### config.mk
export PLATFORM = sky130hd
export DESIGN_NAME = mem_stage
export DESIGN_NICKNAME = d
export VERILOG_FILES = /design/src/rtl/mem_stage.sv
export SDC_FILE = /design/constraint.sdc
export NUM_CORES = 1
export LEC_CHECK = 0
export BUFFER_PORTS_ARGS = -buffer_cell sky130_fd_sc_hd__buf_2
export CAP_MARGIN = 20
export CORE_ASPECT_RATIO = 0.7
export CORE_MARGIN = 10
export CORE_UTILIZATION = 36
export DETAILED_ROUTE_END_ITERATION = 10
export PLACE_DENSITY = 0.63
export SLEW_MARGIN = 10
export SYNTH_ARGS = -nofsm -noshare
export SYNTH_HDL_FRONTEND = slang
export SYNTH_SLANG_ARGS = --single-unit
### constraint.sdc
create_clock -name clk -period 3.91 [get_ports clk]
set_input_delay 0.5865 -clock clk [delete_from_list [all_inputs] [get_ports clk]]
set_output_delay 0.5865 -clock clk [all_outputs]
set_load 0.02 [all_outputs]
### src/rtl/mem_stage.sv
// MEM pipeline stage. ALU results pass straight through to mem_wb. Loads and
// stores go out on a registered req/ack data bus, and the pipeline is stalled
// while an access is outstanding. Load data is sign- or zero-extended.
// Misaligned accesses and bus timeouts raise a one-cycle mem_err pulse.
module mem_stage #(
  parameter int TIMEOUT = 16
) (
  input  logic        clk,
  input  logic        rst,
  input  logic        ex_valid,
  input  logic [4:0]  ex_wd,
  input  logic        ex_wreg,
  input  logic [31:0] ex_wdata,
  input  logic [3:0]  ex_mem_op,
  input  logic [31:0] ex_mem_addr,
  input  logic [31:0] ex_reg2,
  output logic [4:0]  mem_wd,
  output logic        mem_wreg,
  output logic [31:0] mem_wdata,
  output logic        stall_req,
  output logic        mem_err,
  output logic        dmem_req,
  output logic        dmem_we,
  output logic [31:0] dmem_addr,
  output logic [3:0]  dmem_be,
  output logic [31:0] dmem_wdata,
  input  logic        dmem_ack,
  input  logic [31:0] dmem_rdata
);

  localparam logic [0:0] IDLE = 1'b0;
  localparam logic [0:0] BUSY = 1'b1;

  localparam logic [3:0] OP_LB  = 4'd1;
  localparam logic [3:0] OP_LH  = 4'd2;
  localparam logic [3:0] OP_LW  = 4'd3;
  localparam logic [3:0] OP_LBU = 4'd4;
  localparam logic [3:0] OP_LHU = 4'd5;
  localparam logic [3:0] OP_SB  = 4'd6;
  localparam logic [3:0] OP_SH  = 4'd7;
  localparam logic [3:0] OP_SW  = 4'd8;

  localparam logic [7:0] CNT_LAST = 8'(TIMEOUT - 1);

  logic [0:0]  state_r;
  logic [7:0]  cnt_r;
  logic [4:0]  wd_r;
  logic [3:0]  op_r;
  logic [1:0]  alo_r;

  logic        is_load_s;
  logic        is_store_s;
  logic        is_mem_s;
  logic        misalign_s;
  logic        issue_s;
  logic        finish_s;
  logic [3:0]  be_s;
  logic [31:0] bwd_s;

  // Select the addressed lane of the returned word and extend it to 32 bits.
  function automatic logic [31:0] extend_load(input logic [3:0] op,
                                              input logic [1:0] a,
                                              input logic [31:0] rd);
    logic [7:0]  b;
    logic [15:0] h;
    logic [31:0] r;
    case (a)
      2'd0:    b = rd[7:0];
      2'd1:    b = rd[15:8];
      2'd2:    b = rd[23:16];
      default: b = rd[31:24];
    endcase
    h = a[1] ? rd[31:16] : rd[15:0];
    case (op)
      OP_LB:   r = {{24{b[7]}}, b};
      OP_LBU:  r = {24'd0, b};
      OP_LH:   r = {{16{h[15]}}, h};
      OP_LHU:  r = {16'd0, h};
      default: r = rd;
    endcase
    return r;
  endfunction

  // Decode the incoming op: access kind, alignment, byte enables, store lanes.
  always_comb begin
    is_load_s  = 1'b0;
    is_store_s = 1'b0;
    misalign_s = 1'b0;
    be_s       = 4'b0000;
    bwd_s      = ex_reg2;
    case (ex_mem_op)
      OP_LB, OP_LBU: begin
        is_load_s = 1'b1;
        be_s      = 4'b0001 << ex_mem_addr[1:0];
      end
      OP_LH, OP_LHU: begin
        is_load_s  = 1'b1;
        be_s       = ex_mem_addr[1] ? 4'b1100 : 4'b0011;
        misalign_s = ex_mem_addr[0];
      end
      OP_LW: begin
        is_load_s  = 1'b1;
        be_s       = 4'b1111;
        misalign_s = |ex_mem_addr[1:0];
      end
      OP_SB: begin
        is_store_s = 1'b1;
        be_s       = 4'b0001 << ex_mem_addr[1:0];
        bwd_s      = {4{ex_reg2[7:0]}};
      end
      OP_SH: begin
        is_store_s = 1'b1;
        be_s       = ex_mem_addr[1] ? 4'b1100 : 4'b0011;
        bwd_s      = {2{ex_reg2[15:0]}};
        misalign_s = ex_mem_addr[0];
      end
      OP_SW: begin
        is_store_s = 1'b1;
        be_s       = 4'b1111;
        misalign_s = |ex_mem_addr[1:0];
      end
      default: begin
        is_load_s  = 1'b0;
        is_store_s = 1'b0;
      end
    endcase
  end

  assign is_mem_s = is_load_s | is_store_s;

  // Writeback, stall and error outputs from the current state and inputs.
  always_comb begin
    mem_wd    = 5'd0;
    mem_wreg  = 1'b0;
    mem_wdata = 32'd0;
    stall_req = 1'b0;
    mem_err   = 1'b0;
    issue_s   = 1'b0;
    finish_s  = 1'b0;
    if (rst) begin
      issue_s  = 1'b0;
      finish_s = 1'b0;
    end else if (state_r == IDLE) begin
      if (!ex_valid) begin
        issue_s = 1'b0;
      end else if (!is_mem_s) begin
        mem_wd    = ex_wd;
        mem_wreg  = ex_wreg;
        mem_wdata = ex_wdata;
      end else if (misalign_s) begin
        mem_err = 1'b1;
      end else begin
        stall_req = 1'b1;
        issue_s   = 1'b1;
      end
    end else begin
      if (dmem_ack) begin
        // Ack takes priority over a timeout landing in the same cycle.
        finish_s = 1'b1;
        if (!dmem_we) begin
          mem_wreg  = 1'b1;
          mem_wd    = wd_r;
          mem_wdata = extend_load(op_r, alo_r, dmem_rdata);
        end else begin
          mem_wreg = 1'b0;
        end
      end else if (cnt_r == CNT_LAST) begin
        finish_s = 1'b1;
        mem_err  = 1'b1;
      end else begin
        stall_req = 1'b1;
      end
    end
  end

  // FSM, timeout counter, latched access info and registered bus outputs.
  always_ff @(posedge clk) begin
    if (rst) begin
      state_r    <= IDLE;
      cnt_r      <= 8'd0;
      wd_r       <= 5'd0;
      op_r       <= 4'd0;
      alo_r      <= 2'd0;
      dmem_req   <= 1'b0;
      dmem_we    <= 1'b0;
      dmem_addr  <= 32'd0;
      dmem_be    <= 4'd0;
      dmem_wdata <= 32'd0;
    end else if (state_r == IDLE) begin
      if (issue_s) begin
        state_r    <= BUSY;
        cnt_r      <= 8'd0;
        wd_r       <= ex_wd;
        op_r       <= ex_mem_op;
        alo_r      <= ex_mem_addr[1:0];
        dmem_req   <= 1'b1;
        dmem_we    <= is_store_s;
        dmem_addr  <= {ex_mem_addr[31:2], 2'b00};
        dmem_be    <= be_s;
        dmem_wdata <= bwd_s;
      end else begin
        state_r <= IDLE;
      end
    end else begin
      if (finish_s) begin
        state_r  <= IDLE;
        dmem_req <= 1'b0;
      end else begin
        cnt_r <= cnt_r + 8'd1;
      end
    end
  end

endmodule
==> impl_metrics.yaml <==
clock_tree:
  clkTransAtPathRegs_ps: 70
  cts_tree: "done"
  cts-root-buf: "clkbuf_16"
  cts_buffer_depth: 2
  cts_sinks: 88
  htree_levels: 3
  cts_resized: 0
  ctsHoldBuffers: 0
  clk_latency_ps: 330
  cts_setup_buffers: 0
  numCtsBuffers: 9
hold_path:
  min_path_type: "flop to flop"
  holdPathStages: 2
setup_path:
  worstSetupStartpoint: "op_r[3]$_SDFFE_PP0P_"
  cp.required_ps: 3320
  worstSetupPathType: "flop to output port"
  crit_top_cell: "o22ai_1"
  r2r-end: "wd_r[4]$_SDFFE_PP0P_"
  crit_path_top_delay_cell: "or4b_2"
  rr_startpoint: "state_r$_SDFF_PP0_"
  worst_setup_path_end_kind: "output port"
  critical_path.cell_chain: "or4b_2 -> a311oi_1 -> o22ai_1 -> o22ai_1 -> buf_2"
  crit_path_end: "mem_wdata[2]"
  path_max_fanout: 18
  reg2reg_slack_ps: 1250
  start_kind: "flop"
  arrival_ps: 2750
  r2r_cells: 5
  slowest_delay_ps: 810
placement:
  numPortBuffers: 249
  gp_congestion: 0.9453
  place_ws_ps: 659.2
  hpwlAfterDp_mm: 16.26
power_and_ir_drop:
  switching_share_pct: 31.69
  p_seq_share_pct: 39.7
  p_total_mw: 2.470
  powerDensity_mw_per_mm2: 338.0
  internal_power_mw: 1.687
  netSwitchingPower_mw: 0.7826
  irDropWorstVdd_mv: 0.1880
  p_leak_nw: 3.562
  pwr-share-comb_pct: 24.3
  p_clk_share_pct: 36.0
cells_and_area:
  nNetsFinal: 1049
  layout_common_cells: "buf_2, dfxtp_1, o21ai_0"
  drive_above_1_share_pct: 34.03
  fill_cells: 1598
  final_common_cell: "buf_2"
  area.growth.synth_to_final_pct: 26.82
floorplan:
  ios: 252
  start_util_pct: 36.94
  row_count: 38
  dieHeight_um: 125.8
  core_area_mm2: 0.01560
  die-area_mm2: 0.02154
  die_w_um: 171.2
global_route:
  grt_start_max_net_pins: 65
  grt_pass1_wl_mm: 33.15
  grt_pass1_vias: 5871
  antenna_found_initial: 3
  grt_overflow_total: 0
  grt_usage_pct: 18.81
run_status:
  outcome: "finished, final reports clean"
synth:
  synth.distinct_cells: 72
  syn-cell-area_mm2: 0.005761
  synthCells: 702
  synth-seq-cells: 88
  netlist.area_leader.share_pct: 30.58
  synth-edff-count: 0
  synth_area_leaders: "dfxtp_1, mux2i_1, o311ai_0"
  yosysWarnings: 0
  async_flop_share_pct: 0
  ys.flop_type: "dfxtp_1"
  avgSynthCellArea_um2: 8.206
  seq_area_frac_synth_pct: 30.58
  yosysTopAreaCell: "dfxtp_1"
route:
  first_pass_iters: 7
  drt_iter0_drc: 616
  dr_total_vias: 6074
  wire_per_inst_um: 19.31
  routed_wl_mm: 21.47
  drc: 0
  antenna_left: 0
  viasPerCell: 5.462
sta:
  hold_slack_ps: 457.2
  hold_violations: 0
  rsz0062_at_grt: "no"
  finalWorstSetupSlack_ps: 569.7
  slew_viol_final: 0
  skew_ps: 8.896
  timing.fmax_ghz: 0.2994
  worst_slew_pin_slew_ps: 755.4
  period_minus_slack_ps: 3340
  relSlewSlack_pct: 49.11
  final.setup.tns_ps: 0
  period_share_pct: 85.43
  setup_viol: 0
job:
  drv_cap: 0
-- power by group through the flow --
stage / Combinational [mW] / Sequential [mW] / Clock, mW
2_1_floorplan: 0.328 / 1.04 / 0
3_3_place_gp: 0.596 / 1.00 / 0
3_5_place_dp: 0.598 / 1.00 / 0
4_1_cts: 0.600 / 0.980 / 0.905
5_1_grt: 0.655 / 0.988 / 0.946
6_report: 0.599 / 0.981 / 0.889
-- worst max-delay path: cells and delay by family, from the launching register on --
| family | cells | cell delay [ps] |
|---|---|---|
| AO/OA/AOI/OAI | 3 | 890 |
| buffers and inverters | 1 | 210 |
| AND/OR/NAND/NOR | 1 | 810 |
| flip-flops | 1 | 520 |
-- how the worst min path moves through the flow --
stage | to | start
after detailed placement | dmem_wdata[15]$_SDFFE_PP0P_ | dmem_wdata[15]$_SDFFE_PP0P_
after CTS | dmem_addr[31]$_SDFFE_PP0P_ | ex_mem_addr[31]
after global placement | dmem_wdata[18]$_SDFFE_PP0P_ | dmem_wdata[18]$_SDFFE_PP0P_
final | dmem_wdata[13]$_SDFFE_PP0P_ | dmem_wdata[13]$_SDFFE_PP0P_
after floorplan | cnt_r[7]$_SDFFE_PP0P_ | cnt_r[7]$_SDFFE_PP0P_
after global routing | dmem_addr[31]$_SDFFE_PP0P_ | ex_mem_addr[31]
-- metrics by stage --
| stage | area [um2] | instances | util [%] |
|---|---|---|---|
| 6_report | 7306 | 1112 | 46.85 |
| 5_1_grt | 7306 | 1112 | 46.85 |
| 4_1_cts | 7303 | 1111 | 46.83 |
| 3_5_place_dp | 6995 | 1095 | 44.86 |
| 3_3_place_gp | 6995 | 1095 | 44.86 |
| 2_1_floorplan | 5764 | 703 | - |
-- final cells by class --
type / instances / area (um2) / area share [%]
Sequential cell: 88 / 1762 / 24.11
Tap cell: 200 / 250.2 / 3.425
Inverter: 72 / 270.3 / 3.699
Clock inverter: 5 / 65.06 / 0.8906
Antenna cell: 1 / 2.502 / 0.03425
Timing Repair Buffer: 264 / 1359 / 18.60
Clock buffer: 11 / 242.7 / 3.322
Multi-Input combinational cell: 471 / 3354 / 45.92
-- kinds of logic after synthesis --
logic type	after synthesis	synth area share, %
compound gates	293	37.32
fa+ha+maj	1	0.2172
simple gates	120	10.47
other cells	1	0.06510
flops	88	30.58
xor+xnor	2	0.3041
mux	53	9.513
buf+inv	144	11.53
-- metal layers --
metal  GRT usage, %  part of all wire, %  up-vias
met1          27.00                   47     2777
met5              0                0.033        -
met4          2.652                 0.89        2
li1               -                    -     3023
met3          6.367                   10       16
met2          26.97                   42      256
-- cells in the mapped netlist, drive strengths merged, types with 6 or more instances --
cell	instances
a211oi	17
a21o	16
a21oi	37
a221oi	8
a311oi	7
a31o	7
a32oi	7
buf	35
clkbuf	37
dfxtp	88
inv	70
mux2i	48
nand2	36
nand2b	8
nand3	7
nor2	37
o211a	23
o21ai	79
o22ai	15
o311ai	46
o31ai	6
or3	7
-- sequential cells by signal (all words and copies together) (netlist names), 2 cells and up --
name	count
dmem_addr	30
dmem_wdata	32
wd_r	5
op_r	4
dmem_be	4
alo_r	2
cnt_r	8
No activity file was read; power rests on OpenSTA's default activity.
